$ cat src/rtl/rgb_csc_packer.sv
// rtl/rgb_csc_packer.sv - YUV to RGB conversion pipeline with 3-words-per-2-pixels SRAM packer
module rgb_csc_packer #(
    parameter int ADDR_W = 18,
    parameter int CNT_W  = 17,
    parameter logic [ADDR_W-1:0] RGB_BASE = 18'd146944
) (
    input  logic              Clock_50,
    input  logic              Reset,
    input  logic              start,
    input  logic [CNT_W-1:0]  pixel_count,
    input  logic              in_valid,
    output logic              in_ready,
    input  logic [7:0]        in_Y,
    input  logic [7:0]        in_U,
    input  logic [7:0]        in_V,
    output logic              wr_req,
    input  logic              wr_grant,
    output logic [ADDR_W-1:0] wr_addr,
    output logic [15:0]       wr_data,
    output logic              busy,
    output logic              done
);
    typedef enum logic {S_IDLE, S_RUN} state_t;
    typedef enum logic [2:0] {PK_EVEN, PK_W0, PK_ODD, PK_W1, PK_W2} pk_t;

    state_t             r_state;
    pk_t                r_pk;
    logic [CNT_W-1:0]   r_target, r_accepted;
    logic               r_busy, r_done;
    logic [ADDR_W-1:0]  r_addr;
    logic               r_v1, r_v2, r_v3;
    logic signed [8:0]  r_y, r_u, r_v;
    logic signed [31:0] r_sr, r_sg, r_sb;
    logic [7:0]         r_r3, r_g3, r_b3;
    logic [7:0]         r_r0, r_g0, r_b0, r_r1, r_g1, r_b1;

    logic               w_pk_take, w_stall, w_en2, w_en3, w_en1, w_xfer;
    logic               w_wr_done, w_finish;
    logic signed [31:0] w_y32, w_u32, w_v32;

    // Stall only when P3 holds a pixel the packer cannot take; earlier stages still fill bubbles.
    assign w_pk_take = (r_pk == PK_EVEN) || (r_pk == PK_ODD);
    assign w_stall   = r_v3 && !w_pk_take;
    assign w_en3     = !w_stall;
    assign w_en2     = !r_v2 || w_en3;
    assign w_en1     = !r_v1 || w_en2;
    assign in_ready  = (r_state == S_RUN) && (r_accepted < r_target) && !w_stall;
    assign w_xfer    = in_valid && in_ready;

    assign wr_req    = (r_pk == PK_W0) || (r_pk == PK_W1) || (r_pk == PK_W2);
    assign w_wr_done = wr_req && wr_grant;
    assign wr_addr   = r_addr;
    assign busy      = r_busy;
    assign done      = r_done;

    // The frame ends on the grant of the last word, provided nothing is left upstream.
    assign w_finish = (r_state == S_RUN) && (r_accepted == r_target) && !r_v1 && !r_v2 && !r_v3
                      && ((r_pk == PK_EVEN) || ((r_pk == PK_W2) && wr_grant));

    assign w_y32 = $signed({{23{r_y[8]}}, r_y});
    assign w_u32 = $signed({{23{r_u[8]}}, r_u});
    assign w_v32 = $signed({{23{r_v[8]}}, r_v});

    function automatic logic [7:0] clip8(input logic signed [31:0] s);
        if (s[31])
            return 8'd0;
        else if (|s[30:24])
            return 8'hFF;
        else
            return s[23:16];
    endfunction

    always_comb begin
        wr_data = 16'h0000;
        case (r_pk)
            PK_W0:   wr_data = {r_r0, r_g0};
            PK_W1:   wr_data = {r_b0, r_r1};
            PK_W2:   wr_data = {r_g1, r_b1};
            default: wr_data = 16'h0000;
        endcase
    end

    always_ff @(posedge Clock_50 or posedge Reset) begin
        if (Reset) begin
            r_v1 <= 1'b0;
            r_v2 <= 1'b0;
            r_v3 <= 1'b0;
            r_y  <= '0;
            r_u  <= '0;
            r_v  <= '0;
            r_sr <= '0;
            r_sg <= '0;
            r_sb <= '0;
            r_r3 <= '0;
            r_g3 <= '0;
            r_b3 <= '0;
        end else begin
            if (w_en1) begin
                r_v1 <= w_xfer;
                r_y  <= $signed({1'b0, in_Y}) - 9'sd16;
                r_u  <= $signed({1'b0, in_U}) - 9'sd128;
                r_v  <= $signed({1'b0, in_V}) - 9'sd128;
            end
            if (w_en2) begin
                r_v2 <= r_v1;
                r_sr <= 32'sd76284 * w_y32 + 32'sd104595 * w_v32;
                r_sg <= 32'sd76284 * w_y32 - 32'sd25624 * w_u32 - 32'sd53281 * w_v32;
                r_sb <= 32'sd76284 * w_y32 + 32'sd132251 * w_u32;
            end
            if (w_en3) begin
                r_v3 <= r_v2;
                r_r3 <= clip8(r_sr);
                r_g3 <= clip8(r_sg);
                r_b3 <= clip8(r_sb);
            end
        end
    end

    always_ff @(posedge Clock_50 or posedge Reset) begin
        if (Reset) begin
            r_state    <= S_IDLE;
            r_pk       <= PK_EVEN;
            r_target   <= '0;
            r_accepted <= '0;
            r_busy     <= 1'b0;
            r_done     <= 1'b0;
            r_addr     <= RGB_BASE;
            r_r0       <= '0;
            r_g0       <= '0;
            r_b0       <= '0;
            r_r1       <= '0;
            r_g1       <= '0;
            r_b1       <= '0;
        end else begin
            r_done <= 1'b0;
            if (w_wr_done)
                r_addr <= r_addr + ADDR_W'(1);
            case (r_state)
                S_IDLE: begin
                    if (start) begin
                        r_target   <= pixel_count;
                        r_accepted <= '0;
                        r_addr     <= RGB_BASE;
                        r_busy     <= 1'b1;
                        r_state    <= S_RUN;
                    end
                end
                S_RUN: begin
                    if (w_xfer)
                        r_accepted <= r_accepted + CNT_W'(1);
                    if (w_finish) begin
                        r_busy  <= 1'b0;
                        r_done  <= 1'b1;
                        r_state <= S_IDLE;
                    end
                end
                default: r_state <= S_IDLE;
            endcase
            case (r_pk)
                PK_EVEN: if (r_v3) begin
                    r_r0 <= r_r3;
                    r_g0 <= r_g3;
                    r_b0 <= r_b3;
                    r_pk <= PK_W0;
                end
                PK_W0:   if (wr_grant) r_pk <= PK_ODD;
                PK_ODD: if (r_v3) begin
                    r_r1 <= r_r3;
                    r_g1 <= r_g3;
                    r_b1 <= r_b3;
                    r_pk <= PK_W1;
                end
                PK_W1:   if (wr_grant) r_pk <= PK_W2;
                PK_W2:   if (wr_grant) r_pk <= PK_EVEN;
                default: r_pk <= PK_EVEN;
            endcase
        end
    end
endmodule

$ cat config.mk
export PLATFORM = sky130hd
export DESIGN_NAME = rgb_csc_packer
export DESIGN_NICKNAME = d
export VERILOG_FILES = /design/src/rtl/rgb_csc_packer.sv
export SDC_FILE = /design/constraint.sdc
export NUM_CORES = 1
export LEC_CHECK = 0
export BUFFER_PORTS_ARGS = -buffer_cell sky130_fd_sc_hd__clkbuf_2
export CORE_MARGIN = 3
export CORE_UTILIZATION = 40
export CTS_CLUSTER_SIZE = 20
export DETAILED_ROUTE_END_ITERATION = 10
export SYNTH_ARGS = -nofsm -noshare
export SYNTH_HDL_FRONTEND = slang
export SYNTH_SLANG_ARGS = --single-unit
export TNS_END_PERCENT = 100
$ cat constraint.sdc
create_clock -name Clock_50 -period 7.88 [get_ports Clock_50]
set_input_delay 0.394 -clock Clock_50 [delete_from_list [all_inputs] [get_ports Clock_50]]
set_output_delay 0.394 -clock Clock_50 [all_outputs]
set_load 0.1 [all_outputs]
==> results.txt, run 1 <==
The number of nets produced by synthesis is 2739. Ranked by total cell area, the synthesized netlist is headed by ha_1 (26%), dfrtp_1 (23%), fa_1 (16%). The area overhead of the layout relative to synthesis is 15.7%.

The total iterations of the first detailed-routing run is 5. The worst setup skew after layout came out at 0.0214 ns. The number of synthesized flops with an enable pin came out at 0. The weighted congestion reported at the end of routability-driven placement is 0.909. For this run, the slowest stage of the critical path takes 0.60 ns. The count of H-tree levels built during CTS is 4. The number of clock sinks seen by CTS came out at 196. The number of global-route vias before repair is 15500. For this run, asynchronously set or reset flops after synthesis account for 100%. The clock-pin slew of the registers on the worst-case setup and hold paths came out at 0.09 ns. The top-level port count came out at 84. The highest net fanout along the worst path is 4. The final-report max-slew violation count is 0. The first global-routing pass estimated 80.0 mm of wire.

Counting I/O delays and the setup requirement, the final critical path takes 7.90 ns. The area of the multi-input gates is 14700 sq um. The layout cell share with drive strength beyond 1 came out at 18.3%. The sort of element at the start of the critical path is a flop.

The clock latency reported for the late side of the worst-skew pair came out at 0.48 ns. The maximum achievable frequency came out at 127 MHz. The smallest setup slack after layout came out at -0.0203 ns. The number of remaining DRC errors came out at 0.

TritonCTS built the clock tree. ha_1 is the most common cell in the netlist. The endpoint class of the critical path is a flop. The prevailing post-synth register cell is dfrtp_1.

The instance area after placement came out at 22700 sq um. The finished cells cover 24000 sq um. STA puts the critical path data required time at 8.22 ns. Counting both buffers and inverters, the worst setup path holds a total of 8. The remaining max-slew budget at the tightest pin is 29.8%.

For this run, the total global-route usage over all layers was measured as 18.6%. The die covers 54600 sq um. The post-synthesis cell type count is 67. The final critical path takes up 100% of the cycle. For the pin with the worst max-slew slack, the measured transition is 1.05 ns.

The detailed placement HPWL is 39.6 mm. The iteration-0 DRC count of the detailed router came out at 622. On the critical path the largest part of the delay comes from adder cells. ha_1 takes more of the synthesized area than any other cell. During synthesis, Yosys emitted a total of 0 warnings.

The critical path in this run is classified as flop to flop. Counting every instance in the synthesized netlist gives 2100. Data arrives at the worst endpoint at 8.24 ns. Summed over all layers, the routed wires come to 48.9 mm.

The count of max-cap constraint violations is 0. The summed instance area of the synthesized netlist is 20700 sq um. The count of final hold-check violations is 0. The slowest stage of the critical path is the fa_1 cell. The total of buffers placed on input and output ports is 83. Setup repair after global routing could not meet its margin everywhere. The share of synthesized area occupied by flip-flops and latches came out at 23.7%.

The fill cell total of the finished layout is 4845. The area occupied by registers is 4910 sq um. Counting along the longest clock path gives a buffer depth of 2.

Dividing the detail-routed wire length by the instance count gives 16.4 microns. The synthesized design devotes to its leading area cell type 25.7% of total area. Entering global routing, the biggest net connects 126 pins. The antenna violation net count after detailed routing came out at 0.

Once the floorplan was initialized, standard cells occupied 40.9% of the core. Counting instances in the post-synthesis netlist gives the leading cell types as ha_1 (425), inv_1 (385), dfrtp_1 (190). Averaged over all synthesized cells, the footprint is 9.87 sq um. The tree is rooted in a clkbuf_16. The flow ran to the end, but the final reports show violations. The number of nets in the final layout came out at 2936.

The floorplan die height came out at 234 microns. The initial antenna violation count came out at 2. The number of rows in the core area came out at 82. The total area inside the core boundary comes to 50700 sq um. The die is 234 microns wide. The pre-CTS setup slack came out at -0.528 ns. The checks that failed: setup timing. Dividing the detail-routed via count by the number of cells gives 4.99. The antenna diode count came out at 0. The worst hold path belongs to the class input pin to flop. Counting flops and latches in the post-synthesis netlist gives 196. The remaining global-route overflow is 0. The final number of setup-violating endpoints is 3. The detailed-route via count is 14900.

The total CTS buffers is 17.
## cell type report
cell class	count	area share, %
multi-input combinational	1474	61.5
tap	672	3.51
timing repair buffer	223	6.13
clock buffer	19	1.81
clock inverter	13	0.501
inverter	385	6.06
sequential	196	20.5
## placed cells by master, fill, tap and decap left out, types with 11 or more instances in the layout
master	count
mux2i_1	27
and3_1	17
a21oi_2	11
xnor2_1	39
a21oi_1	111
nand2_1	117
inv_1	371
ha_4	16
nand3_1	30
nor3_1	22
inv_2	13
clkbuf_16	17
or3_1	11
nor2_1	106
ha_1	408
mux2_2	57
xor2_1	38
nand4_1	13
buf_4	139
dfrtp_1	188
o21bai_1	30
nand2b_1	12
clkbuf_2	83
o21ai_0	72
a21o_1	29
fa_1	166
## flip-flops by register name, summed over array words and instances, names as in the netlist, 8 cells and up
signal / cells
r_b0: 8
r_r3: 8
r_accepted: 17
r_b3: 8
r_u: 8
r_g3: 8
r_sb: 13
r_y: 9
r_sg: 13
r_target: 17
r_b1: 8
r_sr: 12
r_r0: 8
r_r1: 8
r_g0: 8
r_v: 8
wr_addr: 18
r_g1: 8
## stage by stage
| step | utilization [%] | hold slack (ns) | setup TNS (ns) | cells |
|---|---|---|---|---|
| floorplan | - | 0.443 | -0.000690 | 2100 |
| global placement | 44.9 | 0.462 | -1.19 | 2927 |
| detailed placement | 44.9 | 0.468 | -3.50 | 2927 |
| CTS | 46.8 | 0.0793 | -0.364 | 2979 |
| global route | 47.3 | 0.104 | -3.95 | 2982 |
| finish | 47.3 | 0.118 | -0.0416 | 2982 |
## per-layer routing
layer | share of wire (%) | wire length (microns) | GRT usage [%] | vias up
li1 | - | - | - | 7379
met4 | 3.2 | 1570 | 7.04 | 2
met5 | 0.029 | 14 | 0 | -
met2 | 46 | 22400 | 30.0 | 202
met1 | 47 | 22800 | 24.9 | 7248
met3 | 4.2 | 2070 | 3.51 | 58
## cells by family (layout without fill, tap and decap cells)
| kind of cell | Yosys count | after routing | share of synthesized area, % |
|---|---|---|---|
| XOR/XNOR | 84 | 84 | 3.55 |
| multiplexers | 84 | 84 | 4.40 |
| flip-flops | 196 | 196 | 23.7 |
| AO/OA/AOI/OAI | 336 | 336 | 10.2 |
| AND/OR/NAND/NOR | 377 | 377 | 8.47 |
| buffers and inverters | 430 | 640 | 7.81 |
| adder cells (fa/ha/maj) | 593 | 593 | 41.9 |
## worst paths after layout
path                            slack [ns]            startpoint  cells after the start              endpoint
worst min-delay path                  0.12               in_V[7]                      2    r_v[7]$_DFFE_PP0P_
worst max register to register       -0.02    r_y[2]$_DFFE_PP0P_                     34  r_sg[26]$_DFFE_PP0P_
min in group asynchronous             0.14                 Reset                      2   r_b1[7]$_DFFE_PP0P_
max in group asynchronous             6.24                 Reset                      3    r_v[5]$_DFFE_PP0P_
worst max-delay path                 -0.02    r_y[2]$_DFFE_PP0P_                     34  r_sg[26]$_DFFE_PP0P_
worst min register to register        0.48  r_sb[23]$_DFFE_PP0P_                      2  r_sb[23]$_DFFE_PP0P_
## worst reg2reg max path: cells and delay by family, from the launching register on
family | cells | cell delay, ns
xor+xnor | 2 | 0.24
simple gates | 3 | 0.38
fa+ha+maj | 12 | 4.70
compound gates | 9 | 1.44
flops | 1 | 0.41
buf+inv | 8 | 0.59
## what timing repair did
item | in CTS | in global routing
endpoints found under the setup margin | 20 | 33
pin swaps | 56 | 49
setup buffers | 22 | 6
endpoints found under the hold margin | 0 | 0
hold buffers | 0 | 0
resized for setup | 51 | 49
Power of run 1 is left out: the tool's default activity adds up to more than one toggle a clock period on the data nets, which glitch-free logic cannot reach.
==> run 2: changes to the inputs <==
--- a/config.mk
+++ b/config.mk
@@ -10,6 +10,7 @@
 export CORE_UTILIZATION = 40
 export CTS_CLUSTER_SIZE = 20
 export DETAILED_ROUTE_END_ITERATION = 10
+export PLACE_DENSITY = 0.67
 export SYNTH_ARGS = -nofsm -noshare
 export SYNTH_HDL_FRONTEND = slang
 export SYNTH_SLANG_ARGS = --single-unit
==> run 2 against run 1 <==
The run now ends clean. Final cell count down 0.17%. Register-to-register slack improved by 0.05 ns. First-iteration DRC count up 21%. Critical path type unchanged. Sequential share of layout area is 0.10 points lower. Die area is the same. Maximum frequency grew 0.61%. Clock skew grew 0.010 ns. Via count increased by 1.9%.
==> results.txt, run 2 (synthesized netlist as in run 1, its figures left out) <==
The final-report max-slew violation count is 0 (unchanged). The antenna violation net count after detailed routing is 0 (unchanged). The top-level port count came out at 84 (unchanged).

The largest net degree at the start of global routing is 112 (was 126). The launch point of the worst hold path is in_U[7] (was in_V[7]). The remaining max-slew budget at the tightest pin was 21.6% (was 29.8%). The iteration-0 DRC count of the detailed router is 751 (was 622). The layout cell share with drive strength beyond 1 is 18.8% (was 18.3%).

The endpoint class of the critical path is a flop (unchanged). The first element of the critical path is r_y[2]$_DFFE_PP0P_ (unchanged). The worst hold-check path type is input pin to flop (unchanged).

The via density per instance is 5.10 (was 4.99). The count of max-cap constraint violations came out at 0 (unchanged). The initial antenna violation count is 0 (was 2).

The data arrival time of the critical path was 8.19 ns (was 8.24 ns). The leading cell type in the layout, fill and taps excluded is ha_1 (unchanged). The count of H-tree levels built during CTS came out at 4 (unchanged). The worst reg2reg path depth is 32 (was 34). The die outline area came to 54600 sq um (unchanged). The detailed-route via count is 15200 (was 14900). The met1 routing resource usage after global routing is 24.1% (was 24.9%). The remaining global-route overflow is 0 (unchanged). The detailed placement HPWL came out at 38.9 mm (was 39.6 mm). Most frequent cells in the layout: ha_1 (402), inv_1 (370), dfrtp_1 (188) (was ha_1 (408), inv_1 (371), dfrtp_1 (188)). The flip-flop count of the largest register, all copies and words added was 18 (unchanged). The part of the cycle the worst path needs was 99.7% (was 100%).

The total routing usage reported by global routing is 18.3% (was 18.6%). The number of remaining DRC errors came out at 0 (unchanged). The number of rows in the core area was 82 (unchanged). The number of cells after detailed placement came out at 2922 (was 2927). The area overhead of the layout relative to synthesis is 16.2% (was 15.7%). The clock-pin slew of the registers on the worst-case setup and hold paths came out at 0.08 ns (was 0.09 ns). The worst setup skew after layout is 0.0316 ns (was 0.0214 ns).

The total iterations of the first detailed-routing run is 5 (unchanged). The measured slew at the worst slew-check pin is 1.18 ns (was 1.05 ns). The mean routed wirelength per cell came out at 16.3 microns (was 16.4 microns). The instance area after placement is 22700 sq um (about the same).

The number of nets in the final layout is 2931 (was 2936). The maximum achievable frequency is 127 MHz (about the same). The met2 layer usage reported by global route is 30.7% (was 30.0%). The buffer levels on the longest clock path is 2 (unchanged). The number of global-route vias before repair is 15700 (was 15500). The required time of the critical path was 8.21 ns (was 8.22 ns).

The cell type with the highest occurrence count on the critical path is inv_2. The final setup TNS came to 0 ns (was -0.0416 ns). The weighted congestion reported at the end of routability-driven placement is 0.915 (was 0.909). The TritonCTS clock tree is built (unchanged). The worst flop-to-flop path startpoint is r_y[2]$_DFFE_PP0P_ (unchanged). The layer with the highest usage is met2 (unchanged). The count of non-filler cells in the finished layout came out at 2977 (was 2982). The count of final hold-check violations came out at 0 (unchanged). The highest net fanout along the worst path was 4 (unchanged). The final number of setup-violating endpoints is 0 (was 3). The total of buffers placed on input and output ports was 83 (unchanged). The standard cell core area was 50700 sq um (unchanged). The floorplan die height is 234 microns (unchanged). The clock latency reported for the late side of the worst-skew pair came out at 0.50 ns (was 0.48 ns).

The final instance area was 24100 sq um (was 24000 sq um). The worst hold path depth came out at 2 (unchanged). Unrepaired setup endpoints after global routing: true (unchanged). The starting utilization of the core area came to 40.9% (unchanged). The number of clock sinks seen by CTS came out at 196 (unchanged).

The antenna diode count is 0 (unchanged). Outcome: completed (was finished, violations left). The width of the die came out at 234 microns (unchanged). The slowest cell on the critical path is fa_1 (unchanged). The path type of the worst setup path was flop to flop (unchanged). The cell chosen for the clock root is clkbuf_16 (unchanged). The met3 usage came out at 3.22% (was 3.51%). The sort of element at the start of the critical path was a flop (unchanged). The total CTS buffers came out at 17 (unchanged). The post-detailed-routing wire length is 48.5 mm (was 48.9 mm). The minimum period implied by the final worst setup slack is 7.85 ns (was 7.90 ns).

The global-route wire length before repair came out at 79.0 mm (was 80.0 mm). The biggest cell delay along the critical path is 0.60 ns (about the same).
-- run 2: layout make-up --
cell class                      instances  area [sq um]
Clock buffer                           18           429
Clock inverter                         14           161
Fill cell                            4740         26600
Inverter                              385          1460
Multi-Input combinational cell       1474         14800
Sequential cell                       196          4910
Tap cell                              672           841
Timing Repair Buffer                  218          1440
-- run 2: through the flow --
stage	utilization [%]	hold slack (ns)	setup slack, ns
5_1_grt	47.5	0.0373	-0.340
6_report	47.5	0.0517	0.0276
3_3_place_gp	44.8	0.463	-0.300
4_1_cts	46.7	0.00429	0.00378
3_5_place_dp	44.8	0.473	-0.447
2_1_floorplan	-	0.443	-0.000690
-- run 2: timing repair --
item | in CTS | in global routing
buffers inserted | 11 | 12
hold buffers | 0 | 0
gates resized for setup | 55 | 62
gates cloned | 0 | 0
setup endpoints to repair | 20 | 27
pin swaps | 55 | 74
-- run 2: routing by layer --
layer / wire length, microns / vias up
li1: - / 7375
met1: 22200 / 7475
met2: 23200 / 251
met3: 1800 / 69
met4: 1310 / 0
met5: 0 / -
-- run 2: worst paths after layout --
| kind | end | slack, ns |
|---|---|---|
| worst max-delay path | r_sg[27]$_DFFE_PP0P_ | 0.03 |
| worst min-delay path | r_u[7]$_DFFE_PP0P_ | 0.05 |
| worst max register to register | r_sg[27]$_DFFE_PP0P_ | 0.03 |
| worst min register to register | r_accepted[16]$_DFFE_PP0P_ | 0.48 |
| max in group asynchronous | r_sg[16]$_DFFE_PP0P_ | 6.23 |
| min in group asynchronous | r_b3[7]$_DFFE_PP0N_ | 0.06 |
-- run 2: critical path: cells and delay by family, from the launching register on --
family                     cells  cell delay (ns)
adders and majority gates     12             4.65
xor gates and xnor gates       2             0.32
AOI/OAI and AO/OA              9             1.68
DFF                            1             0.41
buffers and inverters          6             0.24
and+or+nand+nor                3             0.37
Power of run 2 is left out for the same reason.
